## config.mk

```make
export PLATFORM = sky130hd
export DESIGN_NAME = tick_scheduler
export DESIGN_NICKNAME = d
export VERILOG_FILES = /design/src/rtl/tick_scheduler.sv
export SDC_FILE = /design/constraint.sdc
export NUM_CORES = 1
export LEC_CHECK = 0
export BUFFER_PORTS_ARGS = -buffer_cell sky130_fd_sc_hd__buf_2
export CAP_MARGIN = 40
export CORE_ASPECT_RATIO = 0.8
export CORE_MARGIN = 2
export CORE_UTILIZATION = 40
export CTS_BUF_LIST = sky130_fd_sc_hd__clkbuf_4 sky130_fd_sc_hd__clkbuf_8
export DETAILED_ROUTE_END_ITERATION = 8
export GPL_TIMING_DRIVEN = 0
export SYNTH_ARGS = -nofsm -noshare
export SYNTH_HDL_FRONTEND = slang
export SYNTH_SLANG_ARGS = --single-unit
export TNS_END_PERCENT = 1
```

## constraint.sdc

```tcl
create_clock -name clk -period 4.07 [get_ports clk]
set_input_delay 0.814 -clock clk [delete_from_list [all_inputs] [get_ports clk]]
set_output_delay 0.814 -clock clk [all_outputs]
set_load 0.1 [all_outputs]
```

## src/rtl/tick_scheduler.sv

```systemverilog
// Slow-clock run-control: programmable-period tick enable and slow_clk, with HALT/RUN/STEP modes.
// Optional bounded-run feature enabled by defining TICK_SCHED_BURST_EN.
module tick_scheduler #(
    parameter int               CNT_W          = 32,
    parameter logic [CNT_W-1:0] DEFAULT_PERIOD = CNT_W'(25_000_000)
) (
    input  logic             clk,
    input  logic             n_rst,
    input  logic             start,
    input  logic             stop,
    input  logic             step,
    input  logic             cfg_valid,
    input  logic [CNT_W-1:0] cfg_period,
    output logic             cfg_ready,
`ifdef TICK_SCHED_BURST_EN
    input  logic [15:0]      burst_len,
    output logic             burst_done,
`endif
    output logic             tick,
    output logic             slow_clk,
    output logic [1:0]       state,
    output logic [CNT_W-1:0] tick_count
);

    typedef enum logic [1:0] {
        HALT = 2'b00,
        RUN  = 2'b01,
        STEP = 2'b10
    } state_e;

    state_e           state_q, state_d;
    logic [CNT_W-1:0] cnt_q, cnt_d;
    logic [CNT_W-1:0] period_q, period_d;
    logic             pend_valid_q, pend_valid_d;
    logic [CNT_W-1:0] pend_period_q, pend_period_d;
    logic             slow_clk_q, slow_clk_d;
    logic [CNT_W-1:0] tick_count_q, tick_count_d;

    logic             xfer;
    logic             entering_halt;
    logic [CNT_W-1:0] cfg_clamped;

`ifdef TICK_SCHED_BURST_EN
    logic [15:0]      burst_len_q, burst_len_d;
    logic [15:0]      burst_cnt_q, burst_cnt_d;
    logic             burst_done_q, burst_done_d;
    logic             burst_end;
`endif

    always_comb begin
        state_d       = state_q;
        cnt_d         = cnt_q;
        period_d      = period_q;
        pend_valid_d  = pend_valid_q;
        pend_period_d = pend_period_q;
        slow_clk_d    = slow_clk_q;
        tick_count_d  = tick_count_q;
`ifdef TICK_SCHED_BURST_EN
        burst_len_d   = burst_len_q;
        burst_cnt_d   = burst_cnt_q;
        burst_done_d  = 1'b0;
        burst_end     = 1'b0;
`endif

        tick        = (state_q != HALT) && (cnt_q == period_q - CNT_W'(1));
        cfg_ready   = (state_q == HALT) || !pend_valid_q;
        xfer        = cfg_valid && cfg_ready;
        cfg_clamped = (cfg_period == '0) ? CNT_W'(1) : cfg_period;

`ifdef TICK_SCHED_BURST_EN
        burst_end = (state_q == RUN) && tick && (burst_len_q != 16'd0)
                    && (burst_cnt_q == burst_len_q - 16'd1);
`endif

        // Command priority is stop > step > start; commands outside HALT other than stop are dropped.
        case (state_q)
            HALT: begin
                if (stop) begin
                    state_d = HALT;
                end else if (step) begin
                    state_d = STEP;
                end else if (start) begin
                    state_d = RUN;
`ifdef TICK_SCHED_BURST_EN
                    burst_len_d = burst_len;
                    burst_cnt_d = 16'd0;
`endif
                end
            end
            RUN: begin
                if (stop) begin
                    state_d = HALT;
`ifdef TICK_SCHED_BURST_EN
                end else if (burst_end) begin
                    state_d      = HALT;
                    burst_done_d = 1'b1;
`endif
                end
            end
            STEP: begin
                if (stop || tick) state_d = HALT;
            end
            default: state_d = HALT;
        endcase

        if (state_q != HALT) cnt_d = tick ? '0 : cnt_q + CNT_W'(1);

        if (tick) begin
            slow_clk_d   = ~slow_clk_q;
            tick_count_d = tick_count_q + CNT_W'(1);
`ifdef TICK_SCHED_BURST_EN
            burst_cnt_d  = burst_cnt_q + 16'd1;
`endif
        end

        entering_halt = (state_q != HALT) && (state_d == HALT);
        if (entering_halt) cnt_d = '0;

        // A transfer on the edge that enters HALT would otherwise leave a stale pending entry.
        if (xfer) begin
            if (state_q == HALT || entering_halt) begin
                period_d = cfg_clamped;
            end else begin
                pend_period_d = cfg_clamped;
                pend_valid_d  = 1'b1;
            end
        end

        if (pend_valid_q && (tick || entering_halt)) begin
            period_d     = pend_period_q;
            pend_valid_d = 1'b0;
            cnt_d        = '0;
        end
    end

    always_ff @(posedge clk or negedge n_rst) begin
        if (!n_rst) begin
            state_q       <= HALT;
            cnt_q         <= '0;
            period_q      <= DEFAULT_PERIOD;
            pend_valid_q  <= 1'b0;
            pend_period_q <= '0;
            slow_clk_q    <= 1'b0;
            tick_count_q  <= '0;
        end else begin
            state_q       <= state_d;
            cnt_q         <= cnt_d;
            period_q      <= period_d;
            pend_valid_q  <= pend_valid_d;
            pend_period_q <= pend_period_d;
            slow_clk_q    <= slow_clk_d;
            tick_count_q  <= tick_count_d;
        end
    end

`ifdef TICK_SCHED_BURST_EN
    always_ff @(posedge clk or negedge n_rst) begin
        if (!n_rst) begin
            burst_len_q  <= 16'd0;
            burst_cnt_q  <= 16'd0;
            burst_done_q <= 1'b0;
        end else begin
            burst_len_q  <= burst_len_d;
            burst_cnt_q  <= burst_cnt_d;
            burst_done_q <= burst_done_d;
        end
    end

    assign burst_done = burst_done_q;
`endif

    assign state      = state_q;
    assign slow_clk   = slow_clk_q;
    assign tick_count = tick_count_q;

endmodule

```

# --- Yosys cells after proc, flatten, opt, wreduce, memory -nomap -nowiden ---
# Cells that the tools add are included.
# W data, S select, Z words.
word_totals:
  out_inout_bits: 37
  rom_bits: 0
  latchBits: 0
  input_bits: 38
  elab_cells: 52
  memories: 0
  ram_bits: 0
  regBits: 132
classes:
  magnitude_cmp: 0
  div: 0
  n_reduce_logical: 19
  bitwise: 2
  mux: 17
  shift: 0
  eq_ne: 4
  n_mul: 0
  n_addsub: 3
op_table:
  columns: ["op", "count"]
  rows:
  - ["$mux W32", 8]
  - ["$add A32 B1 Y32 const B", 2]
  - ["$eq A32 B32 Y1", 1]
  - ["$logic_not A32 Y1", 1]
  - ["$sub A32 B1 Y32 const B", 1]
  - ["$mux W2", 5]
  - ["$pmux W2 S3", 1]
  - ["$reduce_and A2 Y1", 3]
  - ["$reduce_bool A2 Y1", 3]
  - ["$logic_and A1 B1 Y1", 4]
  - ["$logic_not A2 Y1", 2]
  - ["$logic_or A1 B1 Y1", 4]
  - ["$mux W1", 3]
  - ["$reduce_bool A3 Y1", 1]
  - ["$eq A2 B1 Y1 const B", 1]
  - ["$eq A2 B2 Y1 const B", 1]
  - ["$ne A2 B1 Y1 const B", 1]
  - ["$not A1 Y1", 2]
  - ["$logic_not A1 Y1", 1]

# --- Depth between registers and ports, before layout ---
depth:
  ltp_word: 12
  ltp_mapped: 14
  mapped_depth_nobuf: 11

# --- Worst setup path after synthesis ---
# OpenSTA, ideal clock, no wires.
synth_timing:
  path_type: "register -> output"
  start: "register period_q[0]"
  end: "output tick"
  setup_slack_ns: -1.400
  path_stages_with_launch: 11
  n_path_buf: 0
  required_ns: 3.256
  arrival_ns: 4.656
  path_cell_list: "dfrtp_1 -> inv_1 -> ha_1 -> nor3b_1 -> nand3_1 -> nor4_1 -> xnor2_1 -> or4b_1 -> nor4b_1 -> nand4_1 -> nor3_1"
synth_between:
  elab_chain_cells: 3
synth_rtl:
  columns: ["item", "line_no", "text"]
  rows:
  - ["start: declaration", "33", "logic [CNT_W-1:0] period_q, period_d;"]
  - ["start signal: assignment", "148", "period_q <= period_d;"]
  - ["$sub A32 B1 Y32", "65", "tick = (state_q != HALT) && (cnt_q == period_q - CNT_W'(1));"]
  - ["$eq A32 B32 Y1", "65", null]
  - ["$logic_and A1 B1 Y1", "65", null]
  - ["end: declaration", "19", "output logic tick,"]
# No other way between the ends.

# --- Worst setup path in the final report ---
layout_timing:
  start: "register period_q[7]"
  end: "output tick"
# Same word-level chain as after synthesis.

==> qor.yml <==
crit_top_cell: "nor4_4"
port_buffers: 72
syn_nets: 792
setup_ws_ns: -0.157
final_common_cell: "dfrtp_1"
syn_to_final_growth_pct: 19.7
worst-path-stages: 9
skew_ns: 0.0154
syn_area_mm2: 0.00756
power_switching_mw: 1.30
setup_viol: 1
violations: "setup timing"
path_class: "flop to primary output"
cts-buffers-inserted: 17
leakagePower_nw: 3.98
slew_headroom: 0.493
ys_seq_elements: 132
async_flop_share: 1.00
place_worst_setup_slack_ns: -0.315
yosys.area.top_type_share: 0.397
dr.pass1.iters: 7
cp_cell_sequence: "nor4_4, nand3_4, nor4_4, xnor2_2, or4b_1, nor4b_2, nand4_1, nor3_4, buf_12"
r2r_slack_ns: 0.17
via_per_inst: 5.56
cts_buffer_depth: 2
critPathBufInv: 1
cp_slowest_cell: "or4b_1"
yosys_warnings: 0
vdd_ir_drop_max_mv: 0.240
antenna_found_initial: 0
grt_pass1_vias: 5998
dpl.hpwl_mm: 14.3
die_h_um: 127
die_w_um: 158
status: "finished with violations"
coreArea_mm2: 0.0183
dieArea_mm2: 0.0200
clock_sinks: 132
worstMarginPinSlew_ns: 0.758
cp-end-kind: "primary output"
seq_area_frac_synth: 0.439
grt_max_degree: 78
io_pins: 75
netSwitchingFraction: 0.322
ant_nets: 0
worst_ep_arrival_time_ns: 3.41
postSynthCellCount: 751
gp_congestion: 0.867
p_seq_frac: 0.448
synth.distinct_cells: 69
hp-class: "primary input to asynchronous set/reset pin"
antenna_cells: 0
yosys_most_used_dff: "dfrtp_1"
reg2reg_to: "period_q[1]"
internal_power_mw: 2.74
initialDrtViolationCount: 476
grt_pass1_wl_mm: 32.6
drive_gt1_frac: 0.214
critPathMaxStageDelay_ns: 0.55
synth_top_area_cell: "dfrtp_1"
grt_overflow: 0
fmax_mhz: 237
finalCritPeriodShare: 1.04
rsz0062_at_grt: "true"
hold_viol: 0
start_util: 0.413
path_clk_slew_ns: 0.09
grt_use_total: 0.206
fill_cells: 1725
p_comb_frac: 0.240
cts_root_buf: "clkbuf_8"
drv_slew: 0
num_vias: 6262
cts_tree: "built"
route.detailed.drc: 0
r2r_cells: 13
drt_wl_total_mm: 19.9
required_ns: 3.26
reg2reg_from: "period_q[7]"
synth-edff-count: 0
wl_per_cell_um: 17.7
pwr-share-clk: 0.312
final_cell_mix: "119 x dfrtp_1, 76 x nor2_1, 74 x buf_2"
syn_avg_cell_area_um2: 10.1
synth_area_leaders: "dfrtp_1 40%, xor2_1 7.1%, mux2_1 4.8%"
worstSkewPairLatency_ns: 0.45
maxCapViolations: 0
power.density_mw_per_mm2: 446
h-tree-depth: 4
nets: 902
critPathTopFamily: "simple AND/OR/NAND/NOR gates"
tns_ns: -0.157
path_max_fanout: 5
startpoint_type: "flop"
layout_min_cycle_time_ns: 4.23
holdBufCountCts: 0
rows: 44
[synth_stat cells (3+ instances only)]
library cell / count
dfrtp_1: 120
nor2_1: 76
xor2_1: 61
xnor2_1: 40
nand2_1: 38
nand3_1: 35
mux2_1: 32
nor3_1: 28
a311o_1: 27
clkbuf_1: 27
o22a_1: 27
a21boi_0: 26
nor4_1: 19
and3_1: 18
nand4_1: 16
inv_1: 15
dfstp_2: 12
nor2b_1: 9
a21oi_1: 8
a31oi_1: 8
buf_6: 8
o21ai_0: 8
buf_2: 6
or3_1: 6
or4_1: 5
a221o_1: 4
and4_1: 4
o31ai_1: 4
and2_1: 3
ha_1: 3
nand2b_1: 3
nor4b_1: 3
o211ai_1: 3
o31a_1: 3
[state kept, by name (all words and copies together), names as in the netlist]
signal and count:
pend_period_q 32, pend_valid_q 1, tick_count 32, cnt_q 32
slow_clk 1, period_q 32, state 2
[final cells by class]
type                    instances  area [µm²]  area share
multi-input cells             561        4120       0.455
flip-flops and latches        132        3320       0.367
repair buffers                 91         548      0.0605
well taps                     253         317      0.0350
clock buffers                  21         270      0.0299
plain buffers                  43         245      0.0271
clock inverters                11         176      0.0195
inverters                      15        56.3     0.00622
[worst max-delay path by stage]
stage | slack, ns | end | from
after detailed placement | -0.31 | tick | period_q[0]
after CTS | -0.19 | tick | period_q[19]
final | -0.16 | tick | period_q[7]
after floorplan | 0.03 | tick | period_q[0]
after global placement | -0.35 | tick | period_q[0]
after global routing | -0.36 | tick | period_q[1]
[power groups by stage]
| stage | combinational [mW] | clock [mW] | sequential (mW) |
|---|---|---|---|
| after global placement | 0.841 | 0 | 1.81 |
| final | 0.968 | 1.26 | 1.81 |
| after floorplan | 0.649 | 0 | 1.74 |
| after CTS | 0.901 | 1.29 | 1.80 |
| after global routing | 1.06 | 1.36 | 1.84 |
| after detailed placement | 0.855 | 0 | 1.81 |
[what timing repair did]
| item | 4_1_cts | 5_1_grt |
|---|---|---|
| endpoints found under the hold margin | 0 | 0 |
| buffers inserted | 7 | 11 |
| setup endpoints to repair | 49 | 86 |
| cloned | 0 | 0 |
| resized for setup | 24 | 14 |
| pin swaps | 8 | 16 |
[per-layer routing]
metal | vias up | routed length [µm] | track usage
met5 | - | 0 | 0
met4 | 0 | 205 | 0.0513
met3 | 13 | 1170 | 0.0387
met2 | 184 | 8700 | 0.301
met1 | 3082 | 9840 | 0.315
li1 | 2983 | - | -
[cells by family (layout without fill, tap and decap cells)]
| kind of cell | count (synthesis) | after routing | synth area share |
|---|---|---|---|
| AND/OR/NAND/NOR | 282 | 282 | 0.198 |
| AO/OA/AOI/OAI | 140 | 140 | 0.151 |
| adder cells (fa/ha/maj) | 3 | 3 | 0.00496 |
| flip-flops | 132 | 132 | 0.439 |
| multiplexers | 35 | 35 | 0.0518 |
| buffers and inverters | 58 | 181 | 0.0387 |
| XOR/XNOR | 101 | 101 | 0.117 |
[stage by stage]
| step | power [mW] | util | instances | hold WS (ns) | instance area (µm²) |
|---|---|---|---|---|---|
| after floorplan | 2.39 | - | 751 | 0.465 | 7580 |
| after global placement | 2.65 | 0.450 | 1076 | 0.456 | 8260 |
| after detailed placement | 2.67 | 0.452 | 1077 | 0.464 | 8290 |
| after CTS | 3.99 | 0.486 | 1116 | 0.314 | 8900 |
| after global routing | 4.26 | 0.494 | 1127 | 0.311 | 9050 |
| final | 4.04 | 0.494 | 1127 | 0.308 | 9050 |
Power figures use the tool's default switching activity.
